===== src/rtl/game_pkg.sv =====
// Shared definitions for the whack-a-mole game flow: phase encodings reused by
// the top-level display/LED/RGB muxes, plus the default phase lengths.
package game_pkg;

  typedef enum logic [1:0] {
    PH_COUNTDOWN = 2'b00,
    PH_PLAY      = 2'b01,
    PH_OVER      = 2'b10,
    PH_IDLE      = 2'b11
  } phase_e;

  localparam int TIMER_W            = 6;
  localparam int DEF_COUNTDOWN_SECS = 5;
  localparam int DEF_PLAY_SECS      = 30;
  localparam int DEF_OVER_SECS      = 10;
  localparam int DEF_SCORE_W        = 16;

  // Every timed phase must fit the 6-bit second counter and last at least 1 s.
  function automatic bit secs_ok(input int secs);
    return (secs >= 1) && (secs <= (1 << TIMER_W) - 1);
  endfunction

endpackage


===== src/rtl/phase_timer.sv =====
// Loadable down-counter used for all timed game phases; load wins over decrement.
module phase_timer
  import game_pkg::*;
(
  input  logic               clk,
  input  logic               reset,
  input  logic               load,
  input  logic [TIMER_W-1:0] load_val,
  input  logic               dec_en,
  output logic [TIMER_W-1:0] count,
  output logic               expire
);

  logic [TIMER_W-1:0] count_q, count_d;

  always_comb begin
    count_d = count_q;
    if (load) begin
      count_d = load_val;
    end else if (dec_en && (count_q != '0)) begin
      count_d = count_q - {{(TIMER_W-1){1'b0}}, 1'b1};
    end
  end

  always_ff @(posedge clk or negedge reset) begin
    if (!reset) begin
      count_q <= '0;
    end else begin
      count_q <= count_d;
    end
  end

  assign count  = count_q;
  assign expire = dec_en && (count_q == {{(TIMER_W-1){1'b0}}, 1'b1});

endmodule


===== src/rtl/game_sequencer.sv =====
// Game-flow controller: IDLE -> COUNTDOWN -> PLAY -> GAME_OVER -> IDLE, owning
// the round timer, score, session high score and the mole-advance enable.
module game_sequencer
  import game_pkg::*;
#(
  parameter int COUNTDOWN_SECS = DEF_COUNTDOWN_SECS,
  parameter int PLAY_SECS      = DEF_PLAY_SECS,
  parameter int OVER_SECS      = DEF_OVER_SECS,
  parameter int SCORE_W        = DEF_SCORE_W
) (
  input  logic               clk,
  input  logic               reset,
  input  logic               tick_1hz,
  input  logic               tick_2hz,
  input  logic               start,
  input  logic               hit,
  input  logic               level_select,
  output logic [1:0]         phase,
  output logic [5:0]         seconds_left,
  output logic [SCORE_W-1:0] score,
  output logic [SCORE_W-1:0] high_score,
  output logic               new_high,
  output logic               mole_step,
  output logic               level_latched
);

  if (!secs_ok(COUNTDOWN_SECS) || !secs_ok(PLAY_SECS) || !secs_ok(OVER_SECS)) begin : g_bad_secs
    $error("game_sequencer: every *_SECS parameter must be in 1..63");
  end

  localparam logic [TIMER_W-1:0] CD_LOAD   = TIMER_W'(COUNTDOWN_SECS);
  localparam logic [TIMER_W-1:0] PLAY_LOAD = TIMER_W'(PLAY_SECS);
  localparam logic [TIMER_W-1:0] OVER_LOAD = TIMER_W'(OVER_SECS);

  function automatic logic [SCORE_W-1:0] sat_inc(input logic [SCORE_W-1:0] v);
    return (v == '1) ? v : v + {{(SCORE_W-1){1'b0}}, 1'b1};
  endfunction

  phase_e             state_q, state_d;
  logic [SCORE_W-1:0] score_q, score_d;
  logic [SCORE_W-1:0] high_q, high_d;
  logic               new_high_q, new_high_d;
  logic               level_q, level_d;
  logic [SCORE_W-1:0] score_inc;
  logic               tmr_load;
  logic [TIMER_W-1:0] tmr_load_val;
  logic               tmr_dec;
  logic [TIMER_W-1:0] tmr_count;
  logic               tmr_expire;

  // The timer idles at zero in IDLE, so gating the decrement there only
  // keeps stray ticks from touching it.
  assign tmr_dec   = tick_1hz && (state_q != PH_IDLE);
  assign score_inc = hit ? sat_inc(score_q) : score_q;

  phase_timer u_timer (
    .clk      (clk),
    .reset    (reset),
    .load     (tmr_load),
    .load_val (tmr_load_val),
    .dec_en   (tmr_dec),
    .count    (tmr_count),
    .expire   (tmr_expire)
  );

  always_comb begin
    state_d      = state_q;
    score_d      = score_q;
    high_d       = high_q;
    new_high_d   = new_high_q;
    level_d      = level_q;
    tmr_load     = 1'b0;
    tmr_load_val = '0;
    case (state_q)
      PH_IDLE: begin
        if (start) begin
          state_d      = PH_COUNTDOWN;
          tmr_load     = 1'b1;
          tmr_load_val = CD_LOAD;
          score_d      = '0;
          new_high_d   = 1'b0;
          level_d      = level_select;
        end
      end
      PH_COUNTDOWN: begin
        if (tmr_expire) begin
          state_d      = PH_PLAY;
          tmr_load     = 1'b1;
          tmr_load_val = PLAY_LOAD;
        end
      end
      PH_PLAY: begin
        score_d = score_inc;
        // A hit landing with the final tick still counts toward the high score.
        if (tmr_expire) begin
          state_d      = PH_OVER;
          tmr_load     = 1'b1;
          tmr_load_val = OVER_LOAD;
          if (score_inc > high_q) begin
            high_d     = score_inc;
            new_high_d = 1'b1;
          end
        end
      end
      PH_OVER: begin
        if (start) begin
          state_d      = PH_COUNTDOWN;
          tmr_load     = 1'b1;
          tmr_load_val = CD_LOAD;
          score_d      = '0;
          new_high_d   = 1'b0;
          level_d      = level_select;
        end else if (tmr_expire) begin
          state_d      = PH_IDLE;
          tmr_load     = 1'b1;
          tmr_load_val = '0;
        end
      end
      default: state_d = PH_IDLE;
    endcase
  end

  always_ff @(posedge clk or negedge reset) begin
    if (!reset) begin
      state_q    <= PH_IDLE;
      score_q    <= '0;
      high_q     <= '0;
      new_high_q <= 1'b0;
      level_q    <= 1'b0;
    end else begin
      state_q    <= state_d;
      score_q    <= score_d;
      high_q     <= high_d;
      new_high_q <= new_high_d;
      level_q    <= level_d;
    end
  end

  assign phase         = state_q;
  assign seconds_left  = tmr_count;
  assign score         = score_q;
  assign high_score    = high_q;
  assign new_high      = new_high_q;
  assign level_latched = level_q;
  assign mole_step     = (state_q == PH_PLAY) && (level_q ? tick_2hz : tick_1hz);

endmodule


===== config.mk =====
export PLATFORM = sky130hd
export DESIGN_NAME = game_sequencer
export DESIGN_NICKNAME = d
export VERILOG_FILES = /design/src/rtl/game_pkg.sv /design/src/rtl/phase_timer.sv /design/src/rtl/game_sequencer.sv
export SDC_FILE = /design/constraint.sdc
export NUM_CORES = 1
export LEC_CHECK = 0
export ABC_AREA = 1
export CAP_MARGIN = 10
export CORE_MARGIN = 8
export CORE_UTILIZATION = 54
export CTS_CLUSTER_SIZE = 14
export DETAILED_ROUTE_END_ITERATION = 6
export GPL_ROUTABILITY_DRIVEN = 0
export GPL_TIMING_DRIVEN = 0
export PLACE_DENSITY = 0.81
export SLEW_MARGIN = 25
export SYNTH_ARGS = -nofsm -noshare
export SYNTH_HDL_FRONTEND = slang
export SYNTH_SLANG_ARGS = --single-unit

===== constraint.sdc =====
create_clock -name clk -period 3.2 [get_ports clk]
set_input_delay 0.64 -clock clk [delete_from_list [all_inputs] [get_ports clk]]
set_output_delay 0.64 -clock clk [all_outputs]
set_load 0.02 [all_outputs]

=== After elaboration in Yosys (flattened, before gate mapping) ===
Index checks and enable logic that the tools add are counted.

* Register bits: 42
* Output and inout bits: 43
* Word-level logic and storage cells: 61

* Add/subtract/negate cells: 2
* $lt $le $gt $ge: 1
* Equal/unequal tests: 12
* Multiplexer cells: 25
* Reduce and logical (&&, ||, !) cells: 15

{| class="wikitable"
|+ Operators with widths
! cell !! number
|-
| $mux W16 || 3
|-
| $pmux W16 S2 || 1
|-
| $pmux W6 S3 || 1
|-
| $add A16 B1 Y16 const B || 1
|-
| $eq A16 B16 Y1 const B || 1
|-
| $gt A16 B16 Y1 || 1
|-
| $mux W6 || 2
|-
| $mux W2 || 5
|-
| $ne A2 B2 Y1 const B || 5
|-
| $pmux W2 S4 || 1
|-
| $reduce_and A4 Y1 || 2
|-
| $mux W1 || 7
|-
| $eq A6 B1 Y1 const B || 1
|-
| $reduce_bool A6 Y1 || 1
|-
| $sub A6 B1 Y6 const B || 1
|-
| $mux W5 || 1
|-
| $eq A2 B2 Y1 const B || 2
|-
| $logic_and A1 B1 Y1 || 4
|-
| $mux W4 || 1
|-
| $reduce_and A2 Y1 || 2
|-
| $reduce_bool A2 Y1 || 2
|-
| $reduce_or A2 Y1 || 2
|-
| $mux W3 || 1
|-
| $ne A3 B3 Y1 const B || 1
|-
| 6 further kinds || 6
|}

=== Longest topological paths before layout ===
* Word-level depth: 7
* Depth in mapped cells: 22
* Depth with buffers taken out: 21

=== By module ===
Synthesis repeated with hierarchy kept, for this count alone.

* Cells, all modules: 403
* Area, all modules: 2,997.9 um^2

{| class="wikitable"
|+ By module, submodules not included
! module !! times used !! cells each !! area an instance (um^2) !! sequential area each (um^2)
|-
| game_sequencer || 1 || 340 || 2,529.9 || 903.4
|-
| phase_timer || 1 || 63 || 467.9 || 150.1
|}

=== Least setup slack after synthesis ===
No wires, ideal clock.

* Kind: flip-flop to flip-flop
* Start: register score_q[0] (netlist: score[0])
* End: register high_q[12] (netlist: high_score[12])
* Library setup time: 0.117 ns
* Arrival: 2.619 ns
* Setup slack: 0.464 ns
* Stages on the path, launching flop included: 20
* Path buffers: 1
* Period minus slack after synthesis: 2.736 ns
* Cells stage by stage: dfrtp_1 > ha_1 > nand2_2 > inv_1 > nand2_1 > nor2_1 > nand3_1 > o21ai_1 > nand2_1 > ha_1 > nand2_1 > nor2_2 > nand2_1 > inv_1 > nand2_1 > nand2_1 > nand2_4 > buf_6 > nand2_1 > nand2_1

* Word-level cells in the longest chain between the ends: 5

{| class="wikitable"
|+ Ends and longest elaborated chain
! element !! RTL line !! source
|-
| start: declaration || game_sequencer.sv:40 || <nowiki>logic [SCORE_W-1:0] score_q, score_d;</nowiki>
|-
| start signal: assignment || game_sequencer.sv:132 || <nowiki>score_q <= score_d;</nowiki>
|-
| $add A16 B1 Y16 / $eq A16 B16 Y1 (equally long branches) || game_sequencer.sv:36 || <nowiki>return (v == '1) ? v : v + {{(SCORE_W-1){1'b0}}, 1'b1};</nowiki>
|-
| $mux W16 * || game_sequencer.sv:36 ||
|-
| $mux W16 * || game_sequencer.sv:54 || <nowiki>assign score_inc = hit ? sat_inc(score_q) : score_q;</nowiki>
|-
| via score_inc[14] || game_sequencer.sv:44 || <nowiki>logic [SCORE_W-1:0] score_inc;</nowiki>
|-
| $gt A16 B16 Y1 * || game_sequencer.sv:99 || <nowiki>if (score_inc > high_q) begin</nowiki>
|-
| $reduce_and A3 Y1 (no line) * || -- ||
|-
| end signal: assignment || game_sequencer.sv:133 || <nowiki>high_q <= high_d;</nowiki>
|-
| end: declaration || game_sequencer.sv:41 || <nowiki>logic [SCORE_W-1:0] high_q, high_d;</nowiki>
|}

The timed path passes the listed nets; every way through them passes the cells marked *.
A chain may end at the register's enable or synchronous reset.

=== Final worst setup path ===
* Start: register score_q[0] (netlist: score[0])
* End: register high_q[10] (netlist: high_score[10])

Same word-level chain as after synthesis.

==> impl_metrics.tcl <==
set metrics [dict create \
    status "complete, no violations" \
    slew_headroom_pct 65.62 \
    grt_pass1_vias 2797 \
    powerDensity_nw_per_um2 997.1 \
    drv_slew 0 \
    setup_viol 0 \
    cts_root_buffer "clkbuf_8" \
    hold_path_class "in -> async" \
    synth_xor_area_share_pct 2.088 \
    rr_worst_depth 16 \
    synth_area_um2 2937 \
    synth_fa_ha_area_share_pct 8.095 \
    wl_mm 7.227 \
    grt_max_degree 24 \
    core-area_um2 5371 \
    grt_pass1_wl_mm 12.79 \
    grt_use_met1_pct 22.36 \
    setup_tns_ps 0 \
    critPathArrivalTime_ps 3180 \
    clkSlewWorstSetupHoldPaths_ps 80 \
    cts_tree "yes" \
    synth_compound_gate_area_share_pct 7.371 \
    cp_max_fo 10 \
    overflow 0 \
    track_usage_pct 18.63 \
    avgRoutedWirePerCell_um 13.28 \
    syn_avg_cell_area_um2 7.076 \
    clock_latency_ps 300 \
    synth_top_family_by_area "simple AND/OR/NAND/NOR gates" \
    die_h_um 89.75 \
    rsz0062_at_grt "false" \
    cp-end-kind "flop" \
    ys_warn_count 0 \
    place_inst 536 \
    ys_ff_latch 42 \
    antenna_found_initial 0 \
    worstSetupPathType "reg -> reg" \
    synth_flop_cell "dfrtp_1" \
    drt_pre_antenna_iters 4 \
    syn_inst 415 \
    ios 50 \
    initial_core_util_pct 54.67 \
    nets 497 \
    rr_startpoint "score[0]" \
    num_rows 27 \
    synth_edf_count 0 \
    cts_buffers 5 \
    cts.sinks 42 \
    hpwl_mm 5.618 \
    stdcell_count 544 \
    viasPerCell 5.169 \
    top_usage_layer "met2" \
    postPlaceCellArea_um2 3530 \
    power_leakage_nw 1.848 \
    final_cell_area_um2 3625 \
    tightest_slew_ps 515.8 \
    die_area_um2 8054 \
    syn_nets 441 \
    drive_gt1_share_pct 9.110 \
    drcViolationCount 0 \
    vias 2812 \
    fmax_ghz 0.3393 \
    cts_buffer_depth 2 \
    die_w_um 89.75 \
    synthToLayoutAreaGrowth_pct 23.43 \
    synth_top_area_share_pct 34.09 \
    grt_use_met3_pct 4.489 \
    yosysSeqAreaShare_pct 35.88 \
    drv_cap 0 \
    min_period_ps 2947 \
    ys_types 34 \
    postSynth.asyncResetShare_pct 100.0 \
    cts-htree-levels 2 \
    drtIter0Drc 158 \
    worstPathRequired_ps 3430 \
    synth_top_area_cell "dfrtp_1" \
    cts_hold_buf 0 \
    synth_area_leaders "dfrtp_1 34%, nand2_1 20%, ha_1 8.1%, inv_1 7.9%, nand3_1 4.9%" \
    fill_cells 447 \
    fin_crit_sh_pct 92.11 \
    muxShareOfSynthArea_pct 0 \
    synthSimpleGateAreaFrac_pct 36.69 \
    numPortBuffers 48 \
    n_antenna_cell 0 \
    irDropWorstVdd_mv 0.5788 \
    ant_nets 0 \
    cp-start-kind "flop" \
    regToRegEndpoint "high_score[10]" \
    grt_use_met2_pct 31.66 \
    skew_ps 11.30 \
    final_hold_viol_count 0 \
    r2r_slack_ps 250 \
]
[cell usage in the layout (no fill, tap or decap), types with 3 or more instances in the layout]
cell and n:
dfrtp_1 39, nand2_2 5, clkdlybuf4s50_1 47, nand2_1 159
o21ai_0 12, clkbuf_8 5, clkbuf_1 4, inv_1 62
xor2_1 3, o22ai_1 7, o21ai_1 4, nor2_1 22
nor2_2 6, nand4_1 4, nor2_4 6, ha_1 19
xnor2_1 4, nand3_1 29, buf_2 4, a21oi_1 6
[routing by layer]
metal  vias to the layer above  routed length (um)
met2                        95                3502
met4                         0                 130
li1                       1410                   -
met3                        10                 447
met5                         -                   0
met1                      1297                3146
[cell usage after synthesis (2+ instances only)]
cell and n:
inv_1 62, xor2_1 3, nand4_2 2, nand4_1 4
buf_2 3, a21oi_1 6, nand2_2 4, o22ai_1 7
nand3_1 29, xnor2_1 4, nand2_1 160, dfrtp_1 40
nor2_4 6, nand2_4 2, o21ai_1 4, a21oi_2 2
nor2_2 5, dfstp_2 2, o211ai_1 2, o21ai_0 12
ha_1 19, nor3_1 2, buf_6 2, nor2_1 23
[worst max-delay path, cell delays in order, from the launching register on]
cell and delay, ps:
dfrtp_2 460, ha_1 230, nand2_2 120, nor2_4 160, nand3_1 90, nor2_1 220, nand2_1 160, nand3_2 140
ha_1 250, a21oi_1 140, o21ai_0 120, a21oi_2 210, nand2_2 140, nand2_4 140, buf_6 160, nand2_1 60
nand2_1 60
[per-stage QoR]
step | total power [mW] | util [%] | setup WS (ps) | hold slack [ps]
final | 3.614 | 67.48 | 252.6 | 309.8
after floorplan | 2.473 | - | 464.4 | 344.4
after global placement | 3.187 | 65.29 | 190.5 | 473.2
after CTS | 3.610 | 67.20 | 111.0 | 323.0
after global routing | 3.939 | 67.48 | 23.90 | 337.3
after detailed placement | 3.260 | 65.71 | 120.6 | 474.0
[power breakdown]
group	internal (mW)	switching (mW)	leakage, nW
Combinational	0.907	1.37	1.26
Sequential	0.752	0.254	0.548
Clock	0.155	0.178	0.0395
[cells by family after synthesis]
logic type / after synthesis
flops: 42
compound gates: 36
buf+inv: 71
simple gates: 240
fa+ha+maj: 19
xor+xnor: 7
[area by class of cell]
| type | count | area (um2) | area share [%] |
|---|---|---|---|
| buffer | 6 | 41.29 | 1.139 |
| clock buffer | 8 | 80.08 | 2.209 |
| inverter | 65 | 249.0 | 6.869 |
| multi-input combinational | 302 | 1607 | 44.32 |
| sequential | 42 | 1055 | 29.10 |
| tap | 72 | 90.09 | 2.485 |
| timing repair buffer | 49 | 503.0 | 13.88 |
[worst max-delay path by stage]
stage | start | end | slack (ps) | cells past startpoint
after global routing | score[0] | high_score[8] | 20 | 16
final | score[0] | high_score[10] | 250 | 16
after detailed placement | hit | high_score[12] | 120 | 14
after global placement | hit | high_score[8] | 190 | 14
after CTS | score[0] | high_score[10] | 110 | 19
after floorplan | score[0] | high_score[12] | 460 | 19
[repair_timing]
action	in CTS	in global routing
setup endpoints to repair	0	17
buffers inserted	0	0
resized for setup	0	4
[registers in the layout (all words and copies together) (netlist names)]
name,count
high_score,16
score,16
level_latched,1
phase,2
new_high,1
u_timer.count,6
(Power assumes the default switching activity.)
